==> src/rtl/cordic_phase_gen_pkg.sv <==
// Shared types and constants for the CORDIC phase generator and its helpers.
package cordic_phase_gen_pkg;

    localparam int unsigned PHASE_WIDTH_C         = 32;
    localparam int          CORDIC_GAIN_INV_16B_C = 19897;

    typedef enum logic [1:0] {
        StIdle,
        StRun,
        StPend
    } state_e;

endpackage

==> src/rtl/cordic_valid_delay.sv <==
// Single-bit valid delay line; out is the input delayed by DEPTH_P cycles.
module cordic_valid_delay #(
    parameter int unsigned DEPTH_P = 16
) (
    input  logic clk,
    input  logic rst,
    input  logic valid,
    output logic valid_dly
);

    logic [DEPTH_P-1:0] shift_q;

    generate
        if (DEPTH_P == 1) begin : g_single
            // One-stage delay.
            always_ff @(posedge clk) begin
                if (rst) shift_q <= '0;
                else     shift_q <= valid;
            end
        end else begin : g_multi
            // Shift valid tags toward the MSB, which is the output tap.
            always_ff @(posedge clk) begin
                if (rst) shift_q <= '0;
                else     shift_q <= {shift_q[DEPTH_P-2:0], valid};
            end
        end
    endgenerate

    assign valid_dly = shift_q[DEPTH_P-1];

endmodule

==> src/rtl/cordic_phase_gen.sv <==
// NCO angle feeder for the CORDIC rotator, with phase-continuous config updates
// and a valid tag aligned to the CORDIC output.
module cordic_phase_gen
    import cordic_phase_gen_pkg::*;
#(
    parameter int unsigned DATA_WIDTH_P   = 16,
    parameter int unsigned NR_OF_STAGES_P = 16,
    parameter int          GAIN_INV_P     = CORDIC_GAIN_INV_16B_C
) (
    input  logic                     clk,
    input  logic                     rst,
    input  logic [PHASE_WIDTH_C-1:0] cfg_fcw,
    input  logic [PHASE_WIDTH_C-1:0] cfg_offset,
    input  logic                     cfg_valid,
    output logic                     cfg_ready,
    input  logic                     smp_en,
    input  logic                     phase_clr,
    output logic [PHASE_WIDTH_C-1:0] egr_angle_vector,
    output logic [DATA_WIDTH_P-1:0]  egr_x_vector,
    output logic [DATA_WIDTH_P-1:0]  egr_y_vector,
    output logic                     egr_valid,
    output logic                     egr_phase_wrap,
    output logic                     aligned_valid
);

    state_e                   state_q;
    logic [PHASE_WIDTH_C-1:0] acc_q, fcw_q, offset_q;
    logic [PHASE_WIDTH_C-1:0] shadow_fcw_q, shadow_offset_q;
    logic [PHASE_WIDTH_C-1:0] fcw_used, acc_base;
    logic [PHASE_WIDTH_C:0]   step_sum;
    logic                     sampling;

    assign cfg_ready = (state_q != StPend);

    // Phase step for this cycle: a pending update applies its increment on the
    // sample that retires it; phase_clr restarts the step from zero.
    always_comb begin
        fcw_used = (state_q == StPend) ? shadow_fcw_q : fcw_q;
        acc_base = phase_clr ? '0 : acc_q;
        step_sum = {1'b0, acc_base} + {1'b0, fcw_used};
        sampling = smp_en && (state_q != StIdle);
    end

    // Control FSM, accumulator and registered egress outputs.
    always_ff @(posedge clk) begin
        if (rst) begin
            state_q          <= StIdle;
            acc_q            <= '0;
            fcw_q            <= '0;
            offset_q         <= '0;
            shadow_fcw_q     <= '0;
            shadow_offset_q  <= '0;
            egr_angle_vector <= '0;
            egr_x_vector     <= '0;
            egr_y_vector     <= '0;
            egr_valid        <= 1'b0;
            egr_phase_wrap   <= 1'b0;
        end else begin
            egr_valid <= sampling;
            if (sampling) begin
                egr_angle_vector <= acc_base + offset_q;
                egr_x_vector     <= DATA_WIDTH_P'(GAIN_INV_P);
                egr_y_vector     <= '0;
                egr_phase_wrap   <= step_sum[PHASE_WIDTH_C];
                acc_q            <= step_sum[PHASE_WIDTH_C-1:0];
            end else if (phase_clr && state_q != StIdle) begin
                acc_q <= '0;
            end

            unique case (state_q)
                StIdle: begin
                    if (cfg_valid) begin
                        fcw_q    <= cfg_fcw;
                        offset_q <= cfg_offset;
                        acc_q    <= '0;
                        state_q  <= StRun;
                    end
                end
                StRun: begin
                    if (cfg_valid) begin
                        shadow_fcw_q    <= cfg_fcw;
                        shadow_offset_q <= cfg_offset;
                        state_q         <= StPend;
                    end
                end
                StPend: begin
                    // The offset switches only after this sample used the old one.
                    if (smp_en) begin
                        fcw_q    <= shadow_fcw_q;
                        offset_q <= shadow_offset_q;
                        state_q  <= StRun;
                    end
                end
                default: state_q <= StIdle;
            endcase
        end
    end

    cordic_valid_delay #(
        .DEPTH_P (NR_OF_STAGES_P)
    ) u_valid_delay (
        .clk       (clk),
        .rst       (rst),
        .valid     (egr_valid),
        .valid_dly (aligned_valid)
    );

endmodule

==> config.mk <==
export PLATFORM = sky130hd
export DESIGN_NAME = cordic_phase_gen
export DESIGN_NICKNAME = d
export VERILOG_FILES = /design/src/rtl/cordic_phase_gen_pkg.sv /design/src/rtl/cordic_valid_delay.sv /design/src/rtl/cordic_phase_gen.sv
export SDC_FILE = /design/constraint.sdc
export NUM_CORES = 1
export LEC_CHECK = 0
export ABC_AREA = 1
export BUFFER_PORTS_ARGS = -buffer_cell sky130_fd_sc_hd__buf_2
export CAP_MARGIN = 20
export CELL_PAD_IN_SITES_DETAIL_PLACEMENT = 0
export CELL_PAD_IN_SITES_GLOBAL_PLACEMENT = 1
export CORE_ASPECT_RATIO = 0.8
export CORE_UTILIZATION = 42
export CTS_CLUSTER_DIAMETER = 60
export DETAILED_ROUTE_END_ITERATION = 16
export PLACE_DENSITY = 0.84
export SKIP_CTS_REPAIR_TIMING = 1
export SLEW_MARGIN = 20
export SYNTH_ARGS = -nofsm -noshare
export SYNTH_HDL_FRONTEND = slang
export SYNTH_SLANG_ARGS = --single-unit
==> constraint.sdc <==
create_clock -name clk -period 3.5 [get_ports clk]
set_input_delay 0.35 -clock clk [delete_from_list [all_inputs] [get_ports clk]]
set_output_delay 0.35 -clock clk [all_outputs]
set_load 0.02 [all_outputs]
==> flow_metrics.py <==
metrics = {
    "status": {
        "outcome": "complete, no violations",
    },
    "critical_path": {
        "cp_data_arrival_time_ns": 3.60,
        "cp-start-kind": "flip-flop",
        "cpMostUsedCell": "nand2_1",
        "crit_type": "flip-flop to flip-flop",
        "worstPathRequired_ns": 3.98,
        "crit_family": "compound AO/OA/AOI/OAI gates",
        "path_buf_inv": 4,
        "worstPathCellList": "nand2_8 > inv_2 > buf_4 > buf_4 > nand2_1 > nand2_1 > ha_1 > a21oi_1 > o21ai_0 > a21oi_1 > o21ai_0 > a21oi_1 > nand2_1 > nand2_1 > nand3_1 > nand2_1 > inv_1",
        "cp_max_fo": 11,
        "crit_path_top_delay_cell": "dfxtp_1",
        "endpoint_kind": "flip-flop",
        "critPathMaxStageDelay_ns": 0.58,
    },
    "detailed_routing": {
        "drtIter0Drc": 1010,
        "ant_nets": 0,
        "wl_per_cell_um": 17.5,
        "totalWireLength_mm": 42.9,
        "first_pass_iters": 5,
        "drc": 0,
        "viasPerCell": 5.27,
        "dr_total_vias": 12900,
    },
    "floorplanning": {
        "core_area_sq_um": 29600,
        "io_pins": 137,
        "dieArea_sq_um": 31100,
        "die_h_um": 158,
        "floorplan.initialDensity": 0.431,
        "rows": 56,
        "die_x_um": 197,
    },
    "power_and_ir_drop": {
        "peakVddDrop_mv": 0.306,
        "power.share.clock": 0.419,
        "switching_share": 0.310,
        "p_per_area_nw_per_um2": 458,
        "power_leakage_nw": 6.63,
        "internal-power_mw": 4.56,
        "finalPower_mw": 6.62,
        "power.switching_mw": 2.05,
        "power_frac_seq": 0.409,
        "combPwrFrac": 0.172,
    },
    "clock_network": {
        "root_buffer": "clkbuf_16",
        "path_clk_slew_ns": 0.06,
        "cts_tree": "done",
        "h-tree-depth": 1,
        "cts_sinks": 213,
        "clk_latency_ns": 0.57,
        "clock_path_buffers": 3,
        "cts_made_buffers": 27,
    },
    "sta": {
        "setup_viol": 0,
        "period_share": 0.893,
        "tightestPinTransition_ns": 0.976,
        "slew_violations": 0,
        "skew_ns": 0.0164,
        "slew_headroom": 0.349,
        "min_period_ns": 3.13,
        "fmaxAchievable_mhz": 320,
        "rsz0062_at_grt": "false",
        "final.setup.tns_ns": 0,
        "hold_viol_final": 0,
    },
    "cells_and_area": {
        "syn2layout_area_growth_pct": 13.2,
        "nets": 2159,
        "mostFrequentLayoutCells": "nand2_1, dfxtp_1, nor2_1",
        "final_common_cell": "nand2_1",
        "layout-drive-gt1-share": 0.109,
    },
    "logic_synthesis": {
        "synth_top_area_share": 0.334,
        "syn_area_per_cell_sq_um": 6.50,
        "synthArstFlopShare": 0,
        "ys_warn_count": 0,
        "yosysUniqueCellTypes": 49,
        "syn-cell-area_sq_um": 12800,
        "synth-seq-cells": 213,
        "yosysTopAreaCell": "dfxtp_1",
        "ys.flop_type": "dfxtp_1",
        "synth_edf_count": 0,
        "synth_cells": 1961,
        "seq_area_frac_synth": 0.334,
        "synthTopCellsByArea": "dfxtp_1, nand2_1, ha_1, nor2_1, o21ai_0",
    },
    "placed_design": {
        "place.gp.congestion": 0.975,
        "io_buffers": 113,
        "dpl.hpwl_mm": 32.0,
    },
    "grt": {
        "grt_pass1_wl_mm": 65.9,
        "grt_antenna_before_repair": 1,
        "grt_max_degree": 99,
        "grt_pass1_vias": 11600,
        "grt-ovfl-total": 0,
        "grt_util_all_layers": 0.274,
    },
    "job": {
        "maxCapViolCount": 0,
    },
    "worst_hold_path": {
        "min_path_type": "primary input to flip-flop",
    },
}
through the flow:
step / worst slack [ns] / util / instance area [sq um] / cells / hold slack [ns]
3_5_place_dp: 0.423 / 0.458 / 13600 / 2403 / 0.393
4_1_cts: 0.424 / 0.488 / 14400 / 2449 / 0.0446
3_3_place_gp: 0.427 / 0.458 / 13600 / 2403 / 0.389
6_report: 0.375 / 0.488 / 14400 / 2450 / 0.0631
5_1_grt: 0.179 / 0.488 / 14400 / 2449 / 0.0659
2_1_floorplan: 0.828 / - / 12800 / 1983 / 0.388
final cells by class:
| class | instances | area (sq um) |
|---|---|---|
| antenna | 1 | 2.50 |
| fill | 3109 | 15100 |
| timing repair buffer | 138 | 793 |
| clock buffer | 36 | 769 |
| inverter | 206 | 773 |
| sequential | 213 | 4260 |
| clock inverter | 10 | 111 |
| multi-input combinational | 1440 | 7210 |
| tap | 406 | 508 |
per-layer routing:
layer,wire length (um),track usage
met5,0,0
met4,993,0.0676
met3,3300,0.0635
met2,17400,0.397
met1,21200,0.404
power by group through the flow:
| stage | clock network, mW | logic (mW) | registers (mW) |
|---|---|---|---|
| after floorplan | 0 | 0.760 | 2.73 |
| after global routing | 2.92 | 1.26 | 2.72 |
| final | 2.77 | 1.14 | 2.70 |
| after detailed placement | 0 | 1.13 | 2.75 |
| after CTS | 2.82 | 1.13 | 2.70 |
| after global placement | 0 | 1.12 | 2.75 |
flip-flops by register name, indices dropped and copies added (netlist names):
register / cells
egr_valid: 1
fcw_q: 32
u_valid_delay.shift_q: 16
state_q: 2
egr_x_vector: 1
egr_phase_wrap: 1
shadow_fcw_q: 32
egr_angle_vector: 32
shadow_offset_q: 32
acc_q: 32
offset_q: 32
Yosys cell counts, types with 2 or more instances:
master    count
buf_6         2
or2_2         2
nand4_1       5
buf_4        31
o21a_1        2
nand2_2      16
buf_1         7
a21oi_2       4
and3_1        2
o21ai_0     158
xnor2_1       3
a21boi_0      3
a31oi_1      86
o21ai_2       2
nand2_1     482
nand3_2       2
o21bai_1      5
clkbuf_1     80
inv_1       203
nand2_4       2
nand3_1     149
buf_2         4
nor2_1      212
inv_2         2
dfxtp_1     213
xor2_1       14
o211ai_1      4
and2_1        2
a21oi_1     152
ha_1         64
o221ai_1      2
a21o_1       12
nor3_1       18
logic make-up (layout without fill, tap and decap cells):
family | count (synthesis) | count (layout) | synth area share
buf+inv | 330 | 390 | 0.108
compound gates | 438 | 438 | 0.191
simple gates | 898 | 898 | 0.292
flops | 213 | 213 | 0.334
xor+xnor | 17 | 17 | 0.0117
fa+ha+maj | 64 | 64 | 0.0628
other cells | 1 | 24 | 0.000294
final timing paths:
path,startpoint,to,slack (ns),depth (start not counted)
setup reg to reg,state_q[1],acc_q[27],0.37,17
hold reg to reg,u_valid_delay.shift_q[4],u_valid_delay.shift_q[5],0.40,2
hold / removal,cfg_offset[30],offset_q[30],0.06,3
setup / recovery,state_q[1],acc_q[27],0.37,17
worst reg2reg max path: stages, from the launching register on:
cell	delay, ns
dfxtp_1	0.58
nand2_8	0.08
inv_2	0.16
buf_4	0.16
buf_4	0.17
nand2_1	0.10
nand2_1	0.14
ha_1	0.30
a21oi_1	0.22
o21ai_0	0.17
a21oi_1	0.30
o21ai_0	0.15
a21oi_1	0.19
nand2_1	0.07
nand2_1	0.05
nand3_1	0.06
nand2_1	0.10
inv_1	0.03
(Power assumes the default switching activity.)
